$ cat config.mk
export PLATFORM = sky130hd
export DESIGN_NAME = transfer_splitter
export DESIGN_NICKNAME = d
export VERILOG_FILES = /design/src/rtl/transfer_splitter.sv
export SDC_FILE = /design/constraint.sdc
export NUM_CORES = 1
export LEC_CHECK = 0
export ABC_AREA = 1
export CORE_UTILIZATION = 57
export CTS_BUF_LIST = sky130_fd_sc_hd__clkbuf_4 sky130_fd_sc_hd__clkbuf_8 sky130_fd_sc_hd__clkbuf_16
export DETAILED_ROUTE_END_ITERATION = 8
export GPL_TIMING_DRIVEN = 0
export HOLD_SLACK_MARGIN = 0.08
export PLACE_DENSITY = 0.9
export REMOVE_ABC_BUFFERS = 1
export SYNTH_ARGS = -nofsm -noshare
export SYNTH_HDL_FRONTEND = slang
export SYNTH_SLANG_ARGS = --single-unit
$ cat constraint.sdc
create_clock -name clk -period 9.71 [get_ports clk]
set_clock_uncertainty 0.05 [all_clocks]
set_input_delay 1.942 -clock clk [delete_from_list [all_inputs] [get_ports clk]]
set_output_delay 1.942 -clock clk [all_outputs]
set_load 0.005 [all_outputs]
$ cat src/rtl/transfer_splitter.sv
// transfer_splitter: breaks byte/word/long requests into 68000 bus pieces,
// drives one bus FSM activation per request and assembles read data.
module transfer_splitter (
    input  logic        clk,
    input  logic        reset,
    input  logic        req_valid,
    output logic        req_ready,
    input  logic [23:0] req_addr,
    input  logic [1:0]  req_size,
    input  logic        req_write,
    input  logic [31:0] req_wdata,
    output logic        activate,
    output logic        must_continue,
    input  logic        latch_strobe,
    input  logic        cycle_done,
    output logic [22:0] bus_addr,
    output logic        uds_en,
    output logic        lds_en,
    output logic        bus_write,
    output logic [15:0] bus_wdata,
    input  logic [15:0] bus_rdata,
    output logic        resp_valid,
    output logic [31:0] resp_rdata,
    output logic        busy
);

    typedef enum logic [1:0] {IDLE, START, RUN, RESPOND} state_t;

    // One bus piece: halfword address, strobes, lane data and the
    // position (in bytes, from the LSB) of its lowest data byte.
    typedef struct packed {
        logic        last;
        logic [22:0] addr;
        logic        uds;
        logic        lds;
        logic [15:0] wdata;
        logic [1:0]  lsb;
    } piece_t;

    // Piece idx of a request; size 2 falls into the word branch.
    function automatic piece_t piece_of(input logic [23:0] a, input logic [1:0] size,
                                        input logic [1:0] idx, input logic [31:0] wd);
        piece_t      p;
        logic [2:0]  nbytes;
        logic [2:0]  off;
        logic        both;
        logic [23:0] pa;
        logic [4:0]  sh;
        p = '0;
        case (size)
            2'd0: begin
                nbytes = 3'd1; off = 3'd0; both = 1'b0; p.last = 1'b1;
            end
            2'd3: begin
                nbytes = 3'd4;
                if (!a[0]) begin
                    off = (idx == 2'd0) ? 3'd0 : 3'd2; both = 1'b1; p.last = (idx != 2'd0);
                end else begin
                    case (idx)
                        2'd0:    begin off = 3'd0; both = 1'b0; p.last = 1'b0; end
                        2'd1:    begin off = 3'd1; both = 1'b1; p.last = 1'b0; end
                        default: begin off = 3'd3; both = 1'b0; p.last = 1'b1; end
                    endcase
                end
            end
            default: begin
                nbytes = 3'd2;
                if (!a[0]) begin
                    off = 3'd0; both = 1'b1; p.last = 1'b1;
                end else begin
                    off = {2'b00, idx[0]}; both = 1'b0; p.last = idx[0];
                end
            end
        endcase
        pa     = a + 24'(off);
        p.addr = pa[23:1];
        if (both) begin
            p.uds   = 1'b1;
            p.lds   = 1'b1;
            p.lsb   = 2'(nbytes - off - 3'd2);
            sh      = {p.lsb, 3'b000};
            p.wdata = 16'(wd >> sh);
        end else begin
            p.uds   = ~pa[0];
            p.lds   = pa[0];
            p.lsb   = 2'(nbytes - off - 3'd1);
            sh      = {p.lsb, 3'b000};
            p.wdata = {2{8'(wd >> sh)}};
        end
        return p;
    endfunction

    state_t      state;
    logic [23:0] addr_q;
    logic [1:0]  size_q;
    logic [31:0] wdata_q;
    logic [1:0]  idx;
    logic [1:0]  cur_lsb;
    logic        cycle_done_q;
    logic        done_edge;
    piece_t      piece_first;
    piece_t      piece_next;
    logic [4:0]  cap_shift;
    logic [31:0] cap_mask;
    logic [31:0] cap_data;

    assign piece_first = piece_of(req_addr, req_size, 2'd0, req_wdata);
    assign piece_next  = piece_of(addr_q, size_q, idx + 2'd1, wdata_q);
    assign done_edge   = cycle_done & ~cycle_done_q;

    // Read lane(s) of the active strobe placed at the piece's byte position.
    always_comb begin
        cap_mask  = '0;
        cap_data  = '0;
        cap_shift = {cur_lsb, 3'b000};
        if (uds_en && lds_en) begin
            cap_mask = 32'h0000_FFFF << cap_shift;
            cap_data = {16'h0000, bus_rdata} << cap_shift;
        end else begin
            cap_mask = 32'h0000_00FF << cap_shift;
            cap_data = {24'h00_0000, (uds_en ? bus_rdata[15:8] : bus_rdata[7:0])} << cap_shift;
        end
    end

    // Request FSM with registered bus and response outputs.
    always_ff @(posedge clk or posedge reset) begin
        if (reset) begin
            state         <= IDLE;
            req_ready     <= 1'b1;
            busy          <= 1'b0;
            activate      <= 1'b0;
            must_continue <= 1'b0;
            bus_addr      <= '0;
            uds_en        <= 1'b0;
            lds_en        <= 1'b0;
            bus_write     <= 1'b0;
            bus_wdata     <= '0;
            resp_valid    <= 1'b0;
            resp_rdata    <= '0;
            addr_q        <= '0;
            size_q        <= '0;
            wdata_q       <= '0;
            idx           <= '0;
            cur_lsb       <= '0;
            cycle_done_q  <= 1'b0;
        end else begin
            cycle_done_q <= cycle_done;
            activate     <= 1'b0;
            resp_valid   <= 1'b0;
            case (state)
                IDLE: begin
                    if (req_valid) begin
                        addr_q        <= req_addr;
                        size_q        <= req_size;
                        wdata_q       <= req_wdata;
                        idx           <= 2'd0;
                        bus_addr      <= piece_first.addr;
                        uds_en        <= piece_first.uds;
                        lds_en        <= piece_first.lds;
                        bus_wdata     <= piece_first.wdata;
                        cur_lsb       <= piece_first.lsb;
                        must_continue <= ~piece_first.last;
                        bus_write     <= req_write;
                        if (!req_write) begin
                            resp_rdata <= '0;
                        end
                        activate  <= 1'b1;
                        req_ready <= 1'b0;
                        busy      <= 1'b1;
                        state     <= START;
                    end
                end
                START: begin
                    state <= RUN;
                end
                RUN: begin
                    if (latch_strobe && !bus_write) begin
                        resp_rdata <= (resp_rdata & ~cap_mask) | cap_data;
                    end
                    if (done_edge) begin
                        if (must_continue) begin
                            idx           <= idx + 2'd1;
                            bus_addr      <= piece_next.addr;
                            uds_en        <= piece_next.uds;
                            lds_en        <= piece_next.lds;
                            bus_wdata     <= piece_next.wdata;
                            cur_lsb       <= piece_next.lsb;
                            must_continue <= ~piece_next.last;
                        end else begin
                            resp_valid <= 1'b1;
                            state      <= RESPOND;
                        end
                    end
                end
                RESPOND: begin
                    bus_addr  <= '0;
                    uds_en    <= 1'b0;
                    lds_en    <= 1'b0;
                    bus_write <= 1'b0;
                    bus_wdata <= '0;
                    req_ready <= 1'b1;
                    busy      <= 1'b0;
                    state     <= IDLE;
                end
                default: state <= IDLE;
            endcase
        end
    end

endmodule

==> results of run 1 <==
-- area by class of cell --
cell class	count	area (um^2)
flip-flops and latches	144	3600
fillers	1091	3780
clock inverters	14	190
clock buffers	18	433
multi-input cells	853	4190
well taps	184	230
repair buffers	160	1630
inverters	138	524
-- worst register-to-register path, delay by kind of cell (launching register included) --
kind,cells,cell delay [ps]
flops,1,400
buf+inv,3,1470
fa+ha+maj,1,810
compound gates,1,60
simple gates,4,1390
-- metal layers --
metal / wire length [um] / vias to the layer above / GRT usage, %
met5: 0 / - / 0
met1: 9930 / 4143 / 42.2
met3: 2280 / 60 / 6.79
met2: 11700 / 486 / 52.3
met4: 743 / 0 / 14.1
li1: - / 4174 / -
-- power by group through the flow --
stage	clock network (mW)	registers [mW]	logic [mW]
global placement	0	1.09	2.24
finish	0.695	1.10	2.37
global route	0.725	1.14	2.63
detailed placement	0	1.10	2.32
CTS	0.698	1.09	2.34
floorplan	0	1.07	1.50
-- flip-flops by register name, summed over array words and instances (netlist names), 2 cells and up --
register	flops
resp_rdata	32
wdata_q	32
addr_q	24
bus_addr	23
bus_wdata	16
cur_lsb	2
idx	2
size_q	2
state	2
-- worst max-delay path by stage --
stage	slack, ps	from	endpoint	depth (start not counted)
finish	4880	req_size[0]	bus_wdata[12]	10
global route	4710	req_size[0]	bus_wdata[12]	10
CTS	4990	req_size[0]	bus_wdata[12]	10
detailed placement	4590	req_size[0]	bus_wdata[12]	10
global placement	1870	reset	bus_wdata[7]	2
floorplan	3850	reset	activate	1
-- synthesized netlist by cell type, types with 4 or more instances --
cell type    n  share of area (%)
o2111ai_1    8               0.82
clkbuf_1    39                1.7
nor2_1      95                4.2
buf_2       15               0.88
dfrtp_1    143                 42
o21ai_1      9               0.53
nor3_1      12               0.70
nand2_1    337                 15
a21oi_2     11                1.1
or2_2        6               0.44
o211ai_1    43                3.8
o21ai_0    108                6.3
nand3_2      7               0.82
ha_1        15                2.2
o22ai_1     24                1.8
nand3_1     46                2.7
inv_1      131                5.7
buf_1        4               0.18
a21oi_1    109                6.4
inv_2        5               0.22
-- logic make-up (layout without fill, tap and decap cells) --
logic type / Yosys count / count (layout) / synth area share (%)
simple gates: 514 / 514 / 24.5
mux: 1 / 1 / 0.131
buf+inv: 199 / 330 / 9.12
fa+ha+maj: 16 / 16 / 2.43
flops: 144 / 144 / 42.1
compound gates: 322 / 322 / 21.8
==> results.md, run 1 <==
* Status: complete, no violations
* Worst min path class: reg -> reg
* DRT iter0 DRCs at 967
* Top cell by count, worst path: nand2_1
* Syn avg cell area at 7.16 um^2
* Vias in the first global route at 8,253
* R2r startpoint: state[0]
* Critical path buffers and inverters at 3
* Power Dens Cells at 386 nW/um^2
* Pre-CTS setup slack at 4590 ps
* Post-route setup slack at 4880 ps
* Post-synthesis register bit count at 144
* Initial Util at 58.7%
* Power Total at 4.17 mW
* Hold path depth at 2
* Netlist Area Pre-Place at 8560 um^2
* Placed inst area at 10,200 um^2
* Relative slew slack at 11.5%
* # IOs at 159
* R2r setup slk at 5410 ps
* Layout Nets at 1,410
* Post-Route WL at 24.6 mm
* Slew of the pin with the lowest slew margin at 1330 ps
* Tcrit/Tclk final at 49.8%
* Largest net degree at the start of global routing at 100
* Clk_lat worst skew at 430 ps
* Synthesis Warnings at 0
* Switching Power at 1.94 mW
* Commonest cells after routing, fill and taps aside: 335 x nand2_1, 158 x clkdlybuf4s50_1, 143 x dfrtp_1, 129 x inv_1, 109 x a21oi_1
* # DRC at 0
* Post-CTS setup buffers at 0
* CTS Hold Buffers Added at 0
* Global route overflow at 0
* Worst-path clk slew at 60 ps
* Lkg Pwr at 4.90 nW
* Post-synth cell types at 40
* MaxCap Viol Count at 0
* Routed Antenna Nets at 0
* Vert. Die Dim at 125 um
* RSZ-0062 raised after global routing: false
* Tot GR Track Use at 32.4%
* CP max stage cell: ha_1
* Min Clock Period, post-route at 4830 ps
* Worst reg2reg path endpoint: bus_wdata[12]
* Post-synth top flop: dfrtp_1
* H-tree levels at 4
* Placed insts at 1,479
* CTS tree: yes
* Sequential Power Share at 26.4%
* Async SR Flop Fraction at 100%
* Internal power at 2.23 mW
* Global-route wire length before repair at 40.3 mm
* Switching share of total power at 46.6%
* Initial antenna violation count at 0
* Port Buffers at 158
* Finished Cell Area at 10,800 um^2
* Vias per cell at 5.87
* Hold EP: resp_rdata[16]
* Hold_sp: resp_rdata[16]
* Post-synthesis sequential area ratio at 42.1%
* CP endpoint kind: register
* Post-cts resize count at 0
* Ant. Diodes at 0
* VDD IR max at 0.000224 V
* Setup TNS at 0 ps
* Root Driver: clkbuf_16
* Hold_ws at 444 ps
* Util after Layout at 74.1%
* Number of synthesized flops with an enable pin at 0
* Layout area overhead at 26.2%
* Reg2Reg Depth at 9
* Final GP Congestion at 0.904
* Final cell count without fillers at 1,511
* First-pass DRT Iterations at 5
* Die area at 15,500 um^2
* Critical-path cell list: clkdlybuf4s50_1, inv_1, ha_1, inv_2, nand2_1, o21ai_0, o211ai_1, nand2_1, a21oi_1, a21oi_2
* Clock sink count at 144
* Commonest non-fill, non-tap cell in the layout: nand2_1
* Critical setup path kind: in -> reg
* WP data required at 9970 ps
* Worst Path Max Fanout at 34
* Slew Viols, Final at 0
* Max Fclk at 0.207 GHz
* Hold Vio Cnt, Final at 0
* CTS max path bufs at 2
* Combinational fraction of design power at 56.9%
* Post-DP HPWL at 16.3 mm
* Finish-stage setup viols at 0
* Clock power share at 16.7%
* Total via count in the routed design at 8,863
* CTS buffer count at 17
* Share of cells above drive strength 1 at 6.03%
* Startpoint types: input port
* Num rows at 44
* Kind of cell adding the most delay to the critical path: buffers and inverters
* Crit path DAT at 5100 ps
* Avg WL per Cell at 16.3 um
* Die outline width at 125 um
* Gate Count Post-Synth at 1,196
* CP peak stage delay at 1050 ps
* Core area at 14,600 um^2
No activity file was read; power rests on OpenSTA's default activity.
==> inputs of run 2 (changes only) <==
--- a/config.mk
+++ b/config.mk
@@ -6,12 +6,12 @@
 export NUM_CORES = 1
 export LEC_CHECK = 0
 export ABC_AREA = 1
-export CORE_UTILIZATION = 57
+export CORE_UTILIZATION = 53
 export CTS_BUF_LIST = sky130_fd_sc_hd__clkbuf_4 sky130_fd_sc_hd__clkbuf_8 sky130_fd_sc_hd__clkbuf_16
 export DETAILED_ROUTE_END_ITERATION = 8
 export GPL_TIMING_DRIVEN = 0
 export HOLD_SLACK_MARGIN = 0.08
-export PLACE_DENSITY = 0.9
+export PLACE_DENSITY = 0.85
 export REMOVE_ABC_BUFFERS = 1
 export SYNTH_ARGS = -nofsm -noshare
 export SYNTH_HDL_FRONTEND = slang
==> constraint.sdc (replaced) <==
create_clock -name clk -period 4.7 [get_ports clk]
set_clock_uncertainty 0.05 [all_clocks]
set_input_delay 0.94 -clock clk [delete_from_list [all_inputs] [get_ports clk]]
set_output_delay 0.94 -clock clk [all_outputs]
set_load 0.005 [all_outputs]
==> run 2 against run 1 <==
Effect of this change:
- critical path depth decreased by 1
- power increased by 100%
- cell area decreased by 0.14%
- register-to-register slack got worse by 5000 ps
- utilization decreased by 5.9 points
- first-iteration DRC count decreased by 10%
- non-clock buffer count unchanged
- flip-flop and latch count unchanged
- clock power increased by 88%
- via count decreased by 1.3%
- critical path type is now reg -> reg
- critical endpoint is now bus_wdata[10]
==> results.md, run 2 (synthesis gave the netlist of run 1 again) <==
* Worst min path class: reg -> reg (unchanged)
* CP max stage cell: ha_2 (was ha_1)
* CTS buffer count at 17 (unchanged)
* VDD IR max at 0.000480 V (was 0.000224 V)
* Met1 global-route usage at 40.3% (was 42.2%)
* Placed inst area at 10,200 um^2 (about the same)
* Lkg Pwr at 4.87 nW (was 4.90 nW)
* Power Dens Cells at 785 nW/um^2 (was 386 nW/um^2)
* Avg WL per Cell at 16.0 um (was 16.3 um)
* Met3 Use GR at 6.73% (was 6.79%)
* Crit path DAT at 4570 ps (was 5100 ps)
* Total via count in the routed design at 8,744 (was 8,863)
* Hold Vio Cnt, Final at 0 (unchanged)
* First-pass DRT Iterations at 5 (unchanged)
* Core area at 15,800 um^2 (was 14,600 um^2)
* Post-Route WL at 24.6 mm (about the same)
* CP peak stage delay at 810 ps (was 1050 ps)
* Die outline width at 129 um (was 125 um)
* Top cell by count, worst path: nor2_1 (was nand2_1)
* CTS Hold Buffers Added at 0 (unchanged)
* Vias per cell at 5.67 (was 5.87)
* Relative slew slack at 12.9% (was 11.5%)
* Initial antenna violation count at 0 (unchanged)
* Vert. Die Dim at 129 um (was 125 um)
* Post-cts resize count at 0 (unchanged)
* Slew of the pin with the lowest slew margin at 1310 ps (was 1330 ps)
* Share of cells above drive strength 1 at 6.10% (was 6.03%)
* Initial Util at 54.1% (was 58.7%)
* Combinational fraction of design power at 57.7% (was 56.9%)
* # DRC at 0 (unchanged)
* Switching share of total power at 47.4% (was 46.6%)
* Clock sink count at 144 (unchanged)
* Slew Viols, Final at 0 (unchanged)
* Post-CTS setup buffers at 0 (unchanged)
* Port Buffers at 158 (unchanged)
* Max Fclk at 0.232 GHz
* Post-DP HPWL at 16.3 mm (about the same)
* Internal power at 4.45 mW (was 2.23 mW)
* Startpoint types: register (was input port)
* # IOs at 159 (unchanged)
* CP endpoint kind: register (unchanged)
* Final GP Congestion at 0.908 (was 0.904)
* MaxCap Viol Count at 0 (unchanged)
* Kind of cell adding the most delay to the critical path: buffers and inverters (unchanged)
* Sequential Power Share at 26.9% (was 26.4%)
* Critical setup path kind: reg -> reg (was in -> reg)
* Clock power share at 15.4% (was 16.7%)
* Vias in the first global route at 8,073 (was 8,253)
* Most Crowded Layer GR: met2 (unchanged)
* Fill count at 1,295 (was 1,091)
* H-tree levels at 4 (unchanged)
* Root Driver: clkbuf_16 (unchanged)
* Area of the multi-input gates at 4200 um^2 (was 4190 um^2)
* Commonest cells after routing, fill and taps aside: 335 x nand2_1, 158 x clkdlybuf4s50_1, 143 x dfrtp_1, 129 x inv_1, 109 x a21oi_1 (unchanged)
* WP data required at 4950 ps (was 9970 ps)
* Met2 usage at 49.3% (was 52.3%)
* Global route overflow at 0 (unchanged)
* Power Total at 8.47 mW (was 4.17 mW)
* Min Clock Period, post-route at 4320 ps
* CTS tree: yes (unchanged)
* Clk_lat worst skew at 430 ps (about the same)
* Die area at 16,700 um^2 (was 15,500 um^2)
* Finished Cell Area at 10,800 um^2 (about the same)
* Biggest regs: resp_rdata (32), wdata_q (32), addr_q (24) (unchanged)
* Commonest non-fill, non-tap cell in the layout: nand2_1 (unchanged)
* Worst Path Max Fanout at 42 (was 34)
* Layout area overhead at 26.0% (was 26.2%)
* Layout Nets at 1,410 (unchanged)
* Global-route wire length before repair at 39.6 mm (was 40.3 mm)
* Largest net degree at the start of global routing at 93 (was 100)
* Status: complete, no violations (unchanged)
* CTS max path bufs at 2 (unchanged)
* Worst-path clk slew at 60 ps (about the same)
* Routed Antenna Nets at 0 (unchanged)
* DRT iter0 DRCs at 868 (was 967)
* RSZ-0062 raised after global routing: false (unchanged)
* Switching Power at 4.01 mW (was 1.94 mW)
* Tcrit/Tclk final at 91.8%
* Tot GR Track Use at 30.7% (was 32.4%)
* FF+latch area at 3600 um^2 (unchanged)
* Num rows at 46 (was 44)
* Critical path buffers and inverters at 3 (unchanged)
* Ant. Diodes at 0 (unchanged)
* Critical-path cell list: inv_1, ha_2, inv_1, nor2_1, nor2_1, nand2_2, inv_2, nor2_1, a21oi_2 (was clkdlybuf4s50_1, inv_1, ha_1, inv_2, nand2_1, o21ai_0, o211ai_1, nand2_1, a21oi_1, a21oi_2)
* Finish-stage setup viols at 0 (unchanged)
## run 2: per-stage QoR
step           TNS [ps]  util, %  std cells  worst slack [ps]  hold WS, ps
2_1_floorplan    -22110        -       1135              -155          413
3_3_place_gp    -382420     64.1       1509             -2150          425
3_5_place_dp          0     64.6       1511               475          437
4_1_cts               0     68.2       1543               439          451
5_1_grt               0     68.2       1543              64.3          478
6_report              0     68.2       1543               384          448
## run 2: worst paths after layout
check | slack [ps] | endpoint | startpoint | depth (start not counted)
min in group asynchronous | 880 | resp_rdata[3] | reset | 2
max in group asynchronous | 2900 | bus_addr[20] | reset | 3
hold / removal | 450 | resp_rdata[19] | resp_rdata[19] | 2
setup / recovery | 380 | bus_wdata[10] | state[0] | 9
hold reg to reg | 450 | resp_rdata[19] | resp_rdata[19] | 2
setup reg to reg | 380 | bus_wdata[10] | state[0] | 9
## run 2: power groups by stage
stage / combinational (mW) / sequential [mW] / clock (mW)
after global routing: 5.52 / 2.34 / 1.36
final: 4.88 / 2.28 / 1.31
after floorplan: 3.10 / 2.22 / 0
after global placement: 4.65 / 2.26 / 0
after CTS: 4.84 / 2.26 / 1.31
after detailed placement: 4.80 / 2.28 / 0
## run 2: area by class of cell
type | count | share of cell area (%)
Multi-Input combinational cell | 853 | 38.9
Sequential cell | 144 | 33.4
Timing Repair Buffer | 160 | 15.1
Inverter | 138 | 4.86
Clock buffer | 18 | 4.01
Tap cell | 216 | 2.50
Clock inverter | 14 | 1.23
## run 2: tightest hold or removal path: cells and delay by family (launching register included)
kind / cells / cell delay (ps)
and+or+nand+nor: 1 / 50
AOI/OAI and AO/OA: 1 / 70
DFF: 1 / 340
## run 2: metal layers
metal | wire length (um) | vias up
li1 | - | 4187
met1 | 10300 | 4068
met2 | 11500 | 436
met3 | 2270 | 53
met4 | 606 | 0
met5 | 0 | -
==> inputs of run 3 (changes only) <==
--- a/config.mk
+++ b/config.mk
@@ -6,12 +6,12 @@
 export NUM_CORES = 1
 export LEC_CHECK = 0
 export ABC_AREA = 1
+export CORE_ASPECT_RATIO = 1.4
 export CORE_UTILIZATION = 53
 export CTS_BUF_LIST = sky130_fd_sc_hd__clkbuf_4 sky130_fd_sc_hd__clkbuf_8 sky130_fd_sc_hd__clkbuf_16
 export DETAILED_ROUTE_END_ITERATION = 8
 export GPL_TIMING_DRIVEN = 0
-export HOLD_SLACK_MARGIN = 0.08
-export PLACE_DENSITY = 0.85
+export PLACE_DENSITY_LB_ADDON = 0.05
 export REMOVE_ABC_BUFFERS = 1
 export SYNTH_ARGS = -nofsm -noshare
 export SYNTH_HDL_FRONTEND = slang
==> run 3 against run 2 <==
Effect of this change:
- cell area increased by 0.59%
- flip-flop and latch count unchanged
- sequential power about the same
- highest routed layer unchanged
- critical path depth did not move
- combinational power about the same
==> results.md, run 3 (synthesis gave the netlist of run 1 again) <==
* Status: complete, no violations (unchanged)
* CTS buffer count at 17 (unchanged)
* Core area at 15,700 um^2 (was 15,800 um^2)
* Slew of the pin with the lowest slew margin at 1300 ps (was 1310 ps)
* Top cell by count, worst path: nor2_1 (unchanged)
* Largest net degree at the start of global routing at 96 (was 93)
* Root Driver: clkbuf_16 (unchanged)
* Post-cts resize count at 0 (unchanged)
* Tot GR Track Use at 29.8% (was 30.7%)
* CP max stage cell: ha_2 (unchanged)
* Hold_sp: bus_addr[1] (was resp_rdata[19])
* Biggest regs: resp_rdata (32), wdata_q (32), addr_q (24) (unchanged)
* Total via count in the routed design at 8,584 (was 8,744)
* Die outline width at 109 um (was 129 um)
* Tcrit/Tclk final at 90.5% (was 91.8%)
* Startpoint types: register (unchanged)
* Power Total at 8.64 mW (was 8.47 mW)
* Slew Viols, Final at 0 (unchanged)
* Clock sink count at 144 (unchanged)
* Final cell count without fillers at 1,523 (was 1,543)
* R2r startpoint: state[0] (unchanged)
* Routed Antenna Nets at 0 (unchanged)
* Relative slew slack at 13.2% (was 12.9%)
* Critical Path Start: state[0] (unchanged)
* CTS tree: yes (unchanged)
* Min Clock Period, post-route at 4250 ps (was 4320 ps)
* Avg WL per Cell at 15.9 um (was 16.0 um)
* Power Dens Cells at 796 nW/um^2 (was 785 nW/um^2)
* Hold Vio Cnt, Final at 0 (unchanged)
* CP peak stage delay at 820 ps (was 810 ps)
* Vert. Die Dim at 152 um (was 129 um)
* Vias per cell at 5.64 (was 5.67)
* Lkg Pwr at 4.91 nW (was 4.87 nW)
* Kind of cell adding the most delay to the critical path: buffers and inverters (unchanged)
* CTS max path bufs at 2 (unchanged)
* CP endpoint kind: register (unchanged)
* Ant. Diodes at 0 (unchanged)
* Post-CTS setup buffers at 0 (unchanged)
* Placed inst area at 10,200 um^2 (about the same)
* H-tree levels at 4 (unchanged)
* Die area at 16,700 um^2 (about the same)
* Critical path buffers and inverters at 3 (unchanged)
* Share of cells above drive strength 1 at 6.03% (was 6.10%)
* Initial antenna violation count at 0 (unchanged)
* Max Fclk at 0.235 GHz (was 0.232 GHz)
* First-pass DRT Iterations at 6 (was 5)
* # DRC at 0 (unchanged)
* Post-Route WL at 24.1 mm (was 24.6 mm)
* CTS Hold Buffers Added at 0 (unchanged)
* Layout Nets at 1,410 (unchanged)
* Finished Cell Area at 10,900 um^2 (was 10,800 um^2)
* Global-route wire length before repair at 39.3 mm (was 39.6 mm)
* VDD IR max at 0.000423 V (was 0.000480 V)
* Worst Path Max Fanout at 42 (unchanged)
* Final GP Congestion at 0.869 (was 0.908)
* Num rows at 54 (was 46)
* Commonest cells after routing, fill and taps aside: 335 x nand2_1, 158 x clkdlybuf4s50_1, 143 x dfrtp_1, 129 x inv_1, 109 x a21oi_1 (unchanged)
* DRT iter0 DRCs at 554 (was 868)
* Finish-stage setup viols at 0 (unchanged)
* Critical setup path kind: reg -> reg (unchanged)
* Layout area overhead at 26.7% (was 26.0%)
* Worst min path class: reg -> reg (unchanged)
* Initial Util at 54.6% (was 54.1%)
* Global route overflow at 0 (unchanged)
* WP data required at 4920 ps (was 4950 ps)
* Critical-path cell list: inv_1, ha_2, inv_1, nor2_1, nor2_1, nand2_2, inv_2, nor2_1, a31oi_1 (was inv_1, ha_2, inv_1, nor2_1, nor2_1, nand2_2, inv_2, nor2_1, a21oi_2)
* Port Buffers at 158 (unchanged)
* MaxCap Viol Count at 0 (unchanged)
* Commonest non-fill, non-tap cell in the layout: nand2_1 (unchanged)
* RSZ-0062 raised after global routing: false (unchanged)
* Placed insts at 1,491 (was 1,511)
* Post-DP HPWL at 16.3 mm (about the same)
* Clk_lat worst skew at 420 ps (was 430 ps)
* Worst-path clk slew at 60 ps (about the same)
* Vias in the first global route at 8,146 (was 8,073)
* Crit path DAT at 4470 ps (was 4570 ps)
* # IOs at 159 (unchanged)
-- run 3: cell count changes in the layout (fill, tap and decap cells not counted), sizes merged --
cell / delta
bufinv: +4
clkbuf: +1
clkinv: -1
inv: -4
-- run 3: cell type report --
cell class	instances	area [um^2]
clock inverters	13	210
repair buffers	160	1630
clock buffers	19	447
multi-input cells	853	4190
well taps	196	245
fillers	1333	4820
flip-flops and latches	144	3600
inverters	138	524
-- run 3: final timing paths --
kind | cells past startpoint | slack (ps) | end
max in group asynchronous | 3 | 2880 | req_ready
min in group asynchronous | 2 | 890 | bus_addr[11]
min reg2reg | 2 | 430 | bus_addr[1]
min | 2 | 430 | bus_addr[1]
max | 9 | 450 | lds_en
max reg2reg | 9 | 450 | lds_en
-- run 3: through the flow --
step | setup WS, ps | utilization [%] | setup TNS, ps | hold slack [ps]
floorplan | -155 | - | -22110 | 413
global placement | -2290 | 64.6 | -404820 | 416
detailed placement | 516 | 65.0 | 0 | 422
CTS | 436 | 69.2 | 0 | 436
global route | 147 | 69.2 | 0 | 476
finish | 447 | 69.2 | 0 | 431
-- run 3: worst reg2reg max path: stages (launching register included) --
cell and delay [ps]:
dfrtp_1 400, inv_1 110, ha_2 820, inv_1 710
nor2_1 310, nor2_1 80, nand2_2 690, inv_2 610
nor2_1 280, a31oi_1 60
-- run 3: power by group --
group	total, mW	internal (mW)	leakage [nW]	switching, mW
combinational	4.86	1.87	2.81	2.99
sequential	2.27	1.84	1.78	0.433
clock	1.51	0.964	0.317	0.549
total	8.64	4.67	4.91	3.97
-- run 3: layer usage --
metal	vias up	global-route usage, %	share of wire [%]
met4	0	10.7	2.4
met5	-	0	0
met1	4041	37.4	41
met3	52	4.23	5.9
li1	4177	-	-
met2	314	51.3	50
